--- src/rtl/plab5_mcore_sd_sched_pkg.sv ---
// Shared types and constants for the refill-network security-domain scheduler.
// Latency: none (declarations only).
// Backpressure: none (declarations only).
// Contents: sd_state_e (ACTIVE/DRAIN/SWITCH encoding) and a parameter legality macro
// that a module expands in its own generate scope.
`ifndef PLAB5_MCORE_SD_SCHED_PKG_SV
`define PLAB5_MCORE_SD_SCHED_PKG_SV

// Elaboration-time guard: a slot needs at least one ACTIVE cycle, one DRAIN cycle
// and the single SWITCH cycle.
`define PLAB5_SD_SCHED_CHECK_PARAMS(slot_cycles, drain_cycles) \
  if (((drain_cycles) < 1) || ((slot_cycles) < ((drain_cycles) + 2))) begin : g_bad_params \
    $error("plab5_mcore_refill_sd_sched: need p_drain_cycles >= 1 and p_slot_cycles >= p_drain_cycles + 2"); \
  end

package plab5_mcore_sd_sched_pkg;

  localparam int STATE_NBITS = 2;

  typedef enum logic [STATE_NBITS-1:0] {
    ACTIVE = 2'd0,
    DRAIN  = 2'd1,
    SWITCH = 2'd2
  } sd_state_e;

endpackage

`endif

--- src/rtl/plab5_mcore_popcount.sv ---
// Population count of a bit vector.
// Latency: combinational, zero cycles.
// Backpressure: none.
// Ports: i_bits (p_width) in, o_cnt ($clog2(p_width+1)) out = number of set bits.
module plab5_mcore_popcount #(
  parameter int p_width     = 4,
  parameter int p_cnt_nbits = $clog2(p_width + 1)
) (
  input  logic [p_width-1:0]     i_bits,
  output logic [p_cnt_nbits-1:0] o_cnt
);

  always_comb begin
    o_cnt = '0;
    for (int i = 0; i < p_width; i++) begin
      o_cnt = o_cnt + p_cnt_nbits'(i_bits[i]);
    end
  end

endmodule

--- src/rtl/plab5_mcore_refill_sd_sched.sv ---
// Time-slot owner of cur_sd for the refill ring; only the owning domain may inject.
// Latency: gating is combinational (zero cycles); schedule state is registered.
// Backpressure: slot timing is fixed and never stalls; non-owners just see req_rdy=0.
// Ports: req_val/req_sd/net_rdy/resp_fire in (per port); req_rdy/net_val out (gated);
// cur_sd, drain, slot_start, sched_err status out. reset is async active-low.
module plab5_mcore_refill_sd_sched
  import plab5_mcore_sd_sched_pkg::*;
#(
  parameter int p_num_ports      = 4,
  parameter int p_slot_cycles    = 64,
  parameter int p_drain_cycles   = 16,
  parameter int p_cnt_nbits      = $clog2(p_slot_cycles),
  parameter int p_inflight_nbits = 5
) (
  input  logic                   clk,
  input  logic                   reset,
  input  logic [p_num_ports-1:0] req_val,
  input  logic [p_num_ports-1:0] req_sd,
  output logic [p_num_ports-1:0] req_rdy,
  output logic [p_num_ports-1:0] net_val,
  input  logic [p_num_ports-1:0] net_rdy,
  input  logic [p_num_ports-1:0] resp_fire,
  output logic                   cur_sd,
  output logic                   drain,
  output logic                   slot_start,
  output logic                   sched_err
);

  `PLAB5_SD_SCHED_CHECK_PARAMS(p_slot_cycles, p_drain_cycles)

  localparam int lp_pc_nbits  = $clog2(p_num_ports + 1);
  localparam int lp_sum_nbits = p_inflight_nbits + lp_pc_nbits + 1;
  // Terminal counts: ACTIVE lasts (slot - drain - 1) cycles, DRAIN lasts drain cycles.
  localparam logic [p_cnt_nbits-1:0]  lp_act_tc   = p_cnt_nbits'(p_slot_cycles - p_drain_cycles - 2);
  localparam logic [p_cnt_nbits-1:0]  lp_drn_tc   = p_cnt_nbits'(p_drain_cycles - 1);
  localparam logic [lp_sum_nbits-1:0] lp_infl_max = lp_sum_nbits'((1 << p_inflight_nbits) - 1);

  sd_state_e                   r_state, w_state_nxt;
  logic [p_cnt_nbits-1:0]      r_phase, w_phase_nxt;
  logic                        r_cur_sd, w_cur_sd_nxt;
  logic [p_inflight_nbits-1:0] r_inflight, w_inflight_nxt;
  logic                        r_err, w_err_nxt;

  logic                        w_active;
  logic [p_num_ports-1:0]      w_ok;
  logic [p_num_ports-1:0]      w_inj;
  logic [lp_pc_nbits-1:0]      w_inj_cnt;
  logic [lp_pc_nbits-1:0]      w_rsp_cnt;
  logic [lp_sum_nbits-1:0]     w_sum;
  logic [lp_sum_nbits-1:0]     w_rsp_ext;
  logic [lp_sum_nbits-1:0]     w_diff;

  always_ff @(posedge clk or negedge reset) begin
    if (!reset) begin
      r_state    <= ACTIVE;
      r_phase    <= '0;
      r_cur_sd   <= 1'b0;
      r_inflight <= '0;
      r_err      <= 1'b0;
    end else begin
      r_state    <= w_state_nxt;
      r_phase    <= w_phase_nxt;
      r_cur_sd   <= w_cur_sd_nxt;
      r_inflight <= w_inflight_nxt;
      r_err      <= w_err_nxt;
    end
  end

  // Schedule: purely time-driven, traffic never enters these equations.
  always_comb begin
    w_state_nxt  = r_state;
    w_phase_nxt  = r_phase + p_cnt_nbits'(1);
    w_cur_sd_nxt = r_cur_sd;
    case (r_state)
      ACTIVE: begin
        if (r_phase == lp_act_tc) begin
          w_state_nxt = DRAIN;
          w_phase_nxt = '0;
        end
      end
      DRAIN: begin
        if (r_phase == lp_drn_tc) begin
          w_state_nxt = SWITCH;
          w_phase_nxt = '0;
        end
      end
      SWITCH: begin
        w_state_nxt  = ACTIVE;
        w_phase_nxt  = '0;
        w_cur_sd_nxt = ~r_cur_sd;
      end
      default: begin
        w_state_nxt = ACTIVE;
        w_phase_nxt = '0;
      end
    endcase
  end

  // The reset pin is folded in so the gated handshakes are quiet while reset is held,
  // even though the held state looks like ACTIVE/domain 0.
  assign w_active = reset & (r_state == ACTIVE);
  assign w_ok     = {p_num_ports{w_active}} & ~(req_sd ^ {p_num_ports{r_cur_sd}});
  assign net_val  = req_val & w_ok;
  assign req_rdy  = net_rdy & w_ok;
  assign w_inj    = req_val & net_rdy & w_ok;

  plab5_mcore_popcount #(.p_width(p_num_ports)) u_pc_inj (
    .i_bits (w_inj),
    .o_cnt  (w_inj_cnt)
  );

  plab5_mcore_popcount #(.p_width(p_num_ports)) u_pc_rsp (
    .i_bits (resp_fire),
    .o_cnt  (w_rsp_cnt)
  );

  // Add injections before subtracting responses so same-cycle traffic nets out
  // without a spurious transient underflow.
  assign w_sum     = lp_sum_nbits'(r_inflight) + lp_sum_nbits'(w_inj_cnt);
  assign w_rsp_ext = lp_sum_nbits'(w_rsp_cnt);
  assign w_diff    = w_sum - w_rsp_ext;

  always_comb begin
    w_inflight_nxt = r_inflight;
    w_err_nxt      = r_err;
    if ((r_state == SWITCH) && (r_inflight != '0)) begin
      w_err_nxt = 1'b1;
    end
    if (w_sum < w_rsp_ext) begin
      w_inflight_nxt = '0;
      w_err_nxt      = 1'b1;
    end else if (w_diff > lp_infl_max) begin
      w_inflight_nxt = '1;
      w_err_nxt      = 1'b1;
    end else begin
      w_inflight_nxt = p_inflight_nbits'(w_diff);
    end
  end

  assign cur_sd     = r_cur_sd;
  assign drain      = (r_state != ACTIVE);
  assign slot_start = w_active & (r_phase == '0);
  assign sched_err  = r_err;

endmodule

--- config.mk ---
export PLATFORM = sky130hd
export DESIGN_NAME = plab5_mcore_refill_sd_sched
export DESIGN_NICKNAME = d
export VERILOG_FILES = /design/src/rtl/plab5_mcore_sd_sched_pkg.sv /design/src/rtl/plab5_mcore_popcount.sv /design/src/rtl/plab5_mcore_refill_sd_sched.sv
export SDC_FILE = /design/constraint.sdc
export NUM_CORES = 1
export LEC_CHECK = 0
export CELL_PAD_IN_SITES_DETAIL_PLACEMENT = 2
export CELL_PAD_IN_SITES_GLOBAL_PLACEMENT = 2
export CORE_MARGIN = 2
export CORE_UTILIZATION = 32
export CTS_BUF_LIST = sky130_fd_sc_hd__clkbuf_16
export DETAILED_ROUTE_END_ITERATION = 10
export GPL_TIMING_DRIVEN = 1
export PLACE_DENSITY_LB_ADDON = 0.1
export SETUP_SLACK_MARGIN = 0.1
export SYNTH_ARGS = -nofsm -noshare
export SYNTH_HDL_FRONTEND = slang
export SYNTH_SLANG_ARGS = --single-unit
--- constraint.sdc ---
create_clock -name clk -period 7 [get_ports clk]
set_input_delay 1.4 -clock clk [delete_from_list [all_inputs] [get_ports clk]]
set_output_delay 1.4 -clock clk [all_outputs]
set_load 0.005 [all_outputs]
[After elaboration in Yosys (flattened, before gate mapping)]
Cells that the tools add are included.
Word-level totals
  register bits: 15
  latch bits: 0
  memory bits (writable): 0
  memory bits (read-only): 0
  input bits: 18
  output and inout bits: 12
  logic and storage cells: 50
  memories kept: 0
Cells by class
  add/sub/neg operators: 9
  multipliers: 0
  div/mod/pow operators: 0
  $lt $le $gt $ge: 2
  equal/unequal tests: 6
  shifts and indexed selects: 0
  mux-type cells: 11
  bitwise gates (word level): 10
  reductions and logical operators: 7
Operators by type and width (number)
  4-bit AND: 5
  3-bit by 1-bit adder with 3-bit output: 4
  6-bit two-way mux: 2
  6-bit case mux with 2 select lines: 1
  5-bit two-way mux: 2
  9-bit by 5-bit > comparator with 1-bit output (second input constant): 1
  6-bit by 3-bit subtractor with 7-bit output: 1
  5-bit by 3-bit adder with 6-bit output: 1
  6-bit by 1-bit adder with 6-bit output (second input constant): 1
  6-bit by 4-bit == test with 1-bit output (second input constant): 1
  6-bit == test (second input constant): 1
  6-bit zero test: 1
  6-bit by 3-bit less-than comparator with 1-bit output: 1
  5-bit nonzero test: 1
  1-bit by 1-bit adder with 2-bit output: 2
  2-bit two-way mux: 2
  2-bit != test (second input constant): 2
  4-bit NOT: 1
  2-bit case mux with 2 select lines: 1
  4-bit XOR: 1
  1-bit two-way mux: 3
  3-bit nonzero test: 1
  1-bit AND: 2
  2-bit by 1-bit == test with 1-bit output (second input constant): 1
  other kinds (6): 6

[Depth between registers and ports, before layout]
Gate-level depths: netlist of run 1.
  depth after elaboration: 12
  mapped depth: 15
  gate-level depth less buffers: 15

[Modules after synthesis]
From an unflattened synthesis of run 1, not the netlist that was laid out.
Unflattened totals
  cell total of the unflattened synthesis: 163
  area total of the unflattened synthesis: 1411.4 um^2
Modules (own cells, without submodules)
  plab5_mcore_refill_sd_sched: instances 1, cells an instance 147, area an instance 1283.7 um^2, sequential area each 375.4 um^2
  plab5_mcore_popcount: instances 2, cells an instance 8, area an instance 63.8 um^2, sequential area each 0.0 um^2

[Worst setup path before layout of run 1]
OpenSTA, ideal clock, no wires.
  path kind: input -> register
  from: in req_sd[0]
  to: reg r_inflight[4]
  library setup time: 0.141 ns
  data arrival time: 4.578 ns
  required time: 6.859 ns
  setup slack: 2.281 ns
  cell stages on the path: 14
  path buffers: 0
  cells stage by stage: xor2_1 > nor2_1 > and3_1 > ha_1 > fa_1 > ha_1 > fa_1 > inv_1 > fa_1 > and2b_1 > nor4b_1 > o21ai_0 > a21oi_1 > o221ai_1
Between the ends
  cells in the longest elaborated chain, start to end: 12
  elaborated cells between the ends (all ways): 13
  classes of those cells: add/sub: 5; order compare: 2; mux: 2; bitwise: 4
RTL lines
  start, declared: line plab5_mcore_refill_sd_sched.sv:18  | input logic [p_num_ports-1:0] req_sd,
  4-bit XOR *: line plab5_mcore_refill_sd_sched.sv:102  | assign w_ok = {p_num_ports{w_active}} & ~(req_sd ^ {p_num_ports{r_cur_sd}});
  4-bit NOT *: line plab5_mcore_refill_sd_sched.sv:102
  4-bit AND *: line plab5_mcore_refill_sd_sched.sv:102
  4-bit AND *: line plab5_mcore_refill_sd_sched.sv:105  | assign w_inj = req_val & net_rdy & w_ok;
  1-bit by 1-bit adder with 2-bit output *: line plab5_mcore_popcount.sv:16  | o_cnt = o_cnt + p_cnt_nbits'(i_bits[i]);
  3-bit by 1-bit adder with 3-bit output * (2 in series): line plab5_mcore_popcount.sv:16
  5-bit by 3-bit adder with 6-bit output *: line plab5_mcore_refill_sd_sched.sv:119  | assign w_sum = lp_sum_nbits'(r_inflight) + lp_sum_nbits'(w_inj_cnt);
  6-bit by 3-bit subtractor with 7-bit output: line plab5_mcore_refill_sd_sched.sv:121  | assign w_diff = w_sum - w_rsp_ext;
  9-bit by 5-bit > comparator with 1-bit output: line plab5_mcore_refill_sd_sched.sv:132  | end else if (w_diff > lp_infl_max) begin
  5-bit two-way mux: line plab5_mcore_refill_sd_sched.sv:132
  5-bit two-way mux *: line plab5_mcore_refill_sd_sched.sv:129  | if (w_sum < w_rsp_ext) begin
  net w_inflight_nxt[4]: line plab5_mcore_refill_sd_sched.sv:41  | logic [p_inflight_nbits-1:0] r_inflight, w_inflight_nxt;
  end signal, assigned: line plab5_mcore_refill_sd_sched.sv:64  | r_inflight <= w_inflight_nxt;
  end, declared: line plab5_mcore_refill_sd_sched.sv:41
Mark *: on every way through the listed nets, which the timed path passes. The rest lies on a longest branch.
A chain may end at the register's enable or synchronous reset.

[Worst setup path after layout of run 1]
  from: in reset
  to: reg r_inflight[4]
Between the ends
  cells in the longest elaborated chain, start to end: 11
  elaborated cells between the ends (all ways): 12
  classes of those cells: add/sub: 5; order compare: 2; mux: 2; bitwise: 3
RTL lines
  start, declared: line plab5_mcore_refill_sd_sched.sv:16  | input logic reset,
  1-bit AND *: line plab5_mcore_refill_sd_sched.sv:101  | assign w_active = reset & (r_state == ACTIVE);
  4-bit AND *: line plab5_mcore_refill_sd_sched.sv:102
  4-bit AND *: line plab5_mcore_refill_sd_sched.sv:105
  1-bit by 1-bit adder with 2-bit output: line plab5_mcore_popcount.sv:16
  3-bit by 1-bit adder with 3-bit output: line plab5_mcore_popcount.sv:16
  3-bit by 1-bit adder with 3-bit output *: line plab5_mcore_popcount.sv:16
  5-bit by 3-bit adder with 6-bit output *: line plab5_mcore_refill_sd_sched.sv:119
  6-bit by 3-bit subtractor with 7-bit output: line plab5_mcore_refill_sd_sched.sv:121
  9-bit by 5-bit > comparator with 1-bit output: line plab5_mcore_refill_sd_sched.sv:132
  5-bit two-way mux: line plab5_mcore_refill_sd_sched.sv:132
  5-bit two-way mux *: line plab5_mcore_refill_sd_sched.sv:129
  net w_inflight_nxt[4]: line plab5_mcore_refill_sd_sched.sv:41
Marks and branches as above.

==> impl_metrics.py, run 1 <==
metrics = {
    "final_layout": {
        "finalNonFillerCells": 221,
        "postLayoutCellArea_sq_um": 1700,
        "drive_above_1_share_pct": 5.78,
        "fin_nets": 209,
        "areaGrowthSynthToFinish_pct": 33.7,
        "diodes": 0,
        "layout_common_cells": "clkdlybuf4s50_1 (29), nor2_1 (16), inv_1 (15), dfrtp_1 (15), ha_1 (13)",
        "nFillCells": 424,
        "final_common_cell": "clkdlybuf4s50_1",
    },
    "floorplanning": {
        "fp.dieH_um": 67.0,
        "start_util_pct": 33.9,
        "coreArea_sq_um": 3740,
        "row_count": 22,
        "dieArea_sq_um": 4490,
        "num_io_pins": 30,
        "die_x_um": 67.0,
    },
    "placement": {
        "port_buffers": 29,
        "dpl.hpwl_mm": 3.10,
        "pre_cts_ws_ns": 1.11,
        "gp_congestion": 0.856,
        "dp_cells": 217,
        "dpl_cell_area_sq_um": 1620,
    },
    "sta": {
        "finalSetupViolCount": 0,
        "period_minus_slack_ns": 5.66,
        "fin_tns_setup_ns": 0,
        "rsz0062_at_grt": "no",
        "maxSlewViolCount": 0,
        "skew_ns": 0.00178,
        "finalCritPeriodShare_pct": 80.8,
        "hold_violations": 0,
        "worst_slack_ns": 1.34,
        "fmax_ghz": 0.177,
        "tightest_slew_ns": 0.365,
        "max-slew-margin-rel_pct": 75.6,
    },
    "yosys": {
        "synthesis.nets": 176,
        "netlist_instances": 141,
        "synth.distinct_cells": 39,
        "yosys_warnings": 0,
        "synth-edff-count": 0,
        "seq_area_frac_synth_pct": 29.6,
        "async_reset_ff_share_pct": 100,
        "synth-seq-cells": 15,
        "avgSynthCellArea_sq_um": 9.01,
        "synth_ff_type": "dfrtp_1",
        "netlist_area_sq_um": 1270,
    },
    "grt": {
        "antenna_found_initial": 0,
        "grt_overflow": 0,
        "grt_pass1_vias": 1337,
        "grt_pass1_wl_mm": 6.48,
        "grt_max_degree": 17,
        "gr-usage-all-layers_pct": 19.0,
    },
    "worst_hold_path": {
        "holdCritPathClass": "reg -> reg",
        "whs_path_depth": 2,
        "min_from": "sched_err",
    },
    "power": {
        "combPwrFrac_pct": 45.8,
        "p_leak_nw": 0.802,
        "p_seq_share_pct": 29.4,
        "p_switching_mw": 0.169,
        "p_int_mw": 0.263,
        "vdd_drop_max_uv": 109,
        "swShare_pct": 39.0,
        "clkPwrFrac_pct": 24.8,
        "powerDensity_nw_per_um2": 254,
    },
    "detailed_routing": {
        "wl_met2_mm": 1.93,
        "avgViaCountPerCell": 5.21,
        "met1_length_mm": 1.64,
        "drc": 0,
        "antenna_left": 0,
        "finalWirelength_mm": 3.69,
        "drt_iter0_drc": 27,
        "dr.pass1.iters": 4,
        "vias": 1151,
        "wl_per_cell_um": 16.7,
        "wl_met3_um": 101,
        "routed.top_layer": "met4",
    },
    "outcome": {
        "status": "completed",
    },
    "setup_path": {
        "worstPathArrival_ns": 5.76,
        "critPathLaunchType": "input port",
        "r2r_start": "r_state[1]",
        "crit_path_end_kind": "register",
        "required_ns": 7.10,
        "critPathLaunch": "reset",
        "r2r_setup_slack_ns": 2.62,
        "r2r_cells": 15,
        "worstPathMaxFanout": 16,
        "crit_type": "in -> reg",
    },
    "run": {
        "max-cap-violations": 0,
    },
    "clocking": {
        "clk_pin_slew_ns": 0.05,
        "cts_tree": "yes",
        "cts-root-buf": "clkbuf_16",
        "postCtsResizedCells": 0,
        "clockBufferDepth": 2,
        "ctsHoldBuffers": 0,
        "cts_inserted_buffers": 3,
        "insertion_delay_ns": 0.24,
        "cts_sinks": 15,
        "htree_num_levels": 1,
        "post_cts_buffers": 0,
    },
}
-- cell usage after synthesis (2+ instances only) --
cell type	number	area, sq um
nor2_1	16	60.1
dfrtp_1	15	375
inv_1	14	52.6
ha_1	13	163
a21oi_1	9	45.0
and2_1	8	50.1
nand2_1	8	30.0
xor2_1	8	70.1
and3_1	6	37.5
fa_1	4	80.1
nor3_1	4	20.0
nand3_1	3	15.0
xnor2_1	3	26.3
a21o_1	2	15.0
nand2b_1	2	12.5
o211ai_1	2	15.0
o21ai_0	2	10.0
-- power by group through the flow --
stage / clock (mW) / combinational [mW] / sequential [mW]
floorplan: 0 / 0.145 / 0.115
global placement: 0 / 0.183 / 0.128
detailed placement: 0 / 0.197 / 0.129
CTS: 0.110 / 0.200 / 0.127
global route: 0.115 / 0.225 / 0.131
finish: 0.107 / 0.198 / 0.127
-- logic make-up after synthesis --
logic type,share of synthesized area (%)
adders and majority gates,19.1
AOI/OAI and AO/OA,12.4
muxes,1.18
and+or+nand+nor,25.3
DFF,29.6
buffers and inverters,4.83
xor gates and xnor gates,7.59
-- metal layers --
layer | vias to the layer above | track usage (%)
met1 | 580 | 24.3
met2 | 24 | 34.9
met3 | 2 | 1.69
met5 | - | 0
met4 | 0 | 3.06
li1 | 545 | -
-- through the flow --
stage	hold slack [ns]	total power, mW	utilization (%)
floorplan	0.446	0.260	-
global placement	0.486	0.311	43.2
detailed placement	0.504	0.326	43.2
CTS	0.514	0.438	45.4
global route	0.544	0.470	45.4
finish	0.500	0.432	45.4
-- worst max-delay path, cell delays in order --
cell and delay (ns):
clkdlybuf4s50_1 0.46, buf_4 0.23, nand2_1 0.17, nor2_1 0.22, and3_1 0.20, ha_1 0.24, fa_1 0.39, ha_1 0.33
fa_1 0.56, inv_1 0.07, fa_1 0.47, and2b_1 0.29, nor4b_1 0.28, o21ai_0 0.15, a21oi_1 0.18, o221ai_1 0.12
-- path summary, 6_finish.rpt --
check / to
max: r_inflight[4]
min: sched_err
max reg2reg: r_inflight[4]
min reg2reg: sched_err
max in group asynchronous: r_inflight[1]
min in group asynchronous: r_phase[1]
-- final cells by class --
cell class | instances | area, sq um | area share, %
clock buffers | 3 | 75.1 | 4.42
clock inverters | 1 | 3.75 | 0.221
inverters | 14 | 52.6 | 3.10
multi-input cells | 110 | 833 | 49.1
flip-flops and latches | 15 | 375 | 22.1
well taps | 48 | 60.1 | 3.54
repair buffers | 30 | 298 | 17.5
-- flip-flops by register name (all words and copies together), names as in the netlist --
name and cells:
sched_err 1, r_inflight 5, cur_sd 1, r_state 2, r_phase 6
Note: power is estimated with default switching activity, not from simulation.
==> run 2: changes to the inputs <==
Settings changed: CORE_UTILIZATION 32 to 26.
Clock period 7 ns to 4.72 ns, I/O delays scaled along.
==> run 2 against run 1 <==
  * Critical path depth is 1 lower
  * Core utilization is 6.0 points lower
  * Cell count is 14% higher
  * Setup slack worse by 1.1 ns
  * Register-to-register slack worse by 1.8 ns
  * Count of clock-buffer cells in the layout stayed put
  * Sequential power is 47% higher
  * Design area is 9.4% higher
  * Power is 62% higher
  * Combinational power is 77% higher
  * Sequential share of layout area is 1.9 points lower
  * First-iteration DRC count is 37% lower
  * Highest routed layer unchanged
==> impl_metrics.py, run 2 (synthesized netlist as in run 1, its figures left out) <==
metrics = {
    "outcome": {
        "status": "completed",
    },
    "grt": {
        "grt.busiest_layer": "met2",
        "grt_pass1_wl_mm": 5.98,
        "antenna_found_initial": 0,
        "met2_usage_pct": 25.3,
        "gr-usage-all-layers_pct": 14.2,
        "grt_overflow": 0,
        "use_met1_pct": 18.3,
        "grt_max_degree": 16,
        "grtUsageMet3_pct": 1.92,
        "grt_pass1_vias": 1308,
    },
    "final_layout": {
        "nFillCells": 543,
        "largest_register_ff_count": 6,
        "areaGrowthSynthToFinish_pct": 46.2,
        "max_flop_register": "r_phase",
        "finalNonFillerCells": 253,
        "fin_nets": 222,
        "multiInputGateArea_sq_um": 871,
        "largest_registers": "r_phase x6, r_inflight x5, r_state x2",
        "layout_common_cells": "clkdlybuf4s50_1 (29), inv_1 (15), dfrtp_1 (15)",
        "diodes": 0,
        "postLayoutCellArea_sq_um": 1860,
        "final_common_cell": "clkdlybuf4s50_1",
        "drive_above_1_share_pct": 17.7,
        "seqCellArea_sq_um": 375,
    },
    "floorplanning": {
        "start_util_pct": 26.9,
        "dieArea_sq_um": 5460,
        "fp.dieH_um": 73.9,
        "die_x_um": 73.9,
        "num_io_pins": 30,
        "row_count": 25,
        "coreArea_sq_um": 4720,
    },
    "placement": {
        "port_buffers": 29,
        "dp_cells": 248,
        "gp_congestion": 0.799,
        "pre_cts_ws_ns": -0.329,
        "dpl_cell_area_sq_um": 1730,
        "dpl.hpwl_mm": 3.01,
    },
    "sta": {
        "fmax_ghz": 0.224,
        "skew_ns": 0.00562,
        "rsz0062_at_grt": "yes",
        "finalSetupViolCount": 0,
        "max-slew-margin-rel_pct": 74.5,
        "hold_violations": 0,
        "worst_slack_ns": 0.251,
        "finalCritPeriodShare_pct": 94.7,
        "timing.hold.ws_ns": 0.482,
        "maxSlewViolCount": 0,
        "tightest_slew_ns": 0.382,
        "period_minus_slack_ns": 4.47,
    },
    "detailed_routing": {
        "drt_iter0_drc": 17,
        "antenna_left": 0,
        "drc": 0,
        "vias": 1171,
        "avgViaCountPerCell": 4.63,
        "wl_per_cell_um": 14.1,
        "dr.pass1.iters": 3,
        "finalWirelength_mm": 3.57,
    },
    "clocking": {
        "insertion_delay_ns": 0.24,
        "cts-root-buf": "clkbuf_16",
        "cts_sinks": 15,
        "cts_inserted_buffers": 3,
        "clk_pin_slew_ns": 0.05,
        "clockBufferDepth": 2,
        "cts_tree": "yes",
        "htree_num_levels": 1,
    },
    "setup_path": {
        "crit_buf_inv": 1,
        "worstPathArrival_ns": 4.57,
        "worstPathMaxFanout": 4,
        "cp_slowest_cell": "clkdlybuf4s50_1",
        "crit_type": "in -> reg",
        "path_cells": "clkdlybuf4s50_1, xor2_1, nor2_2, and3_1, ha_1, fa_2, ha_2, fa_1, xor2_1, ha_1, a21oi_1, nand2_1, a31o_2, o31ai_1, o221ai_1",
        "crit_path_end_kind": "register",
        "cpPeakStageDelay_ns": 0.47,
        "required_ns": 4.83,
        "critPathLaunchType": "input port",
        "crit_family": "adder cells",
    },
    "worst_hold_path": {
        "holdCritPathClass": "reg -> reg",
    },
    "power": {
        "vdd_drop_max_uv": 166,
        "powerDensity_nw_per_um2": 378,
        "p_leak_nw": 0.859,
        "fin_total_pwr_mw": 0.701,
    },
    "run": {
        "max-cap-violations": 0,
    },
}
==> run 2: cell count changes in the layout (fill, tap and decap cells not counted), sizes merged <==
cell and delta:
buf +13
==> run 2: final timing paths <==
check,start,end,slack [ns],cells past startpoint
min in group asynchronous,reset,r_inflight[1],1.08,2
worst min register to register,r_phase[0],r_phase[0],0.48,1
worst max-delay path,req_sd[1],r_inflight[4],0.25,15
worst min-delay path,r_phase[0],r_phase[0],0.48,1
worst max register to register,r_state[1],r_inflight[4],0.80,15
max in group asynchronous,reset,r_phase[3],3.45,2
==> run 2: report_power, final <==
group / total [mW] / internal, mW / switching, mW
combinational: 0.351 / 0.179 / 0.171
sequential: 0.187 / 0.154 / 0.0329
clock: 0.164 / 0.112 / 0.0520
==> run 2: area by class of cell <==
type / count / share of cell area (%)
clock buffer: 3 / 4.04
clock inverter: 1 / 0.202
inverter: 14 / 2.83
multi-input combinational: 110 / 46.9
sequential: 15 / 20.2
tap: 67 / 4.51
timing repair buffer: 43 / 21.3
==> run 2: timing repair <==
action / in CTS / in global routing
setup buffers: 0 / 1
pin swaps: 1 / 2
setup endpoints to repair: 6 / 6
cloned: 0 / 0
gates resized for setup: 6 / 5
hold buffers: 0 / 0
==> run 2: layer usage <==
metal,vias up,routed length (um)
met5,-,0
met1,572,1660
li1,576,-
met2,21,1800
met4,0,8
met3,2,100
==> run 2: through the flow <==
stage	TNS [ns]	util, %
6_report	0	39.3
3_5_place_dp	-1.49	36.7
5_1_grt	0	39.3
4_1_cts	0	38.9
2_1_floorplan	0	-
3_3_place_gp	-0.684	36.7
==> run 3: changes to the inputs <==
Settings changed: CAP_MARGIN set to 10.
==> results of run 3 <==
The final DEF is identical to that of run 2; final timing and power are the same.
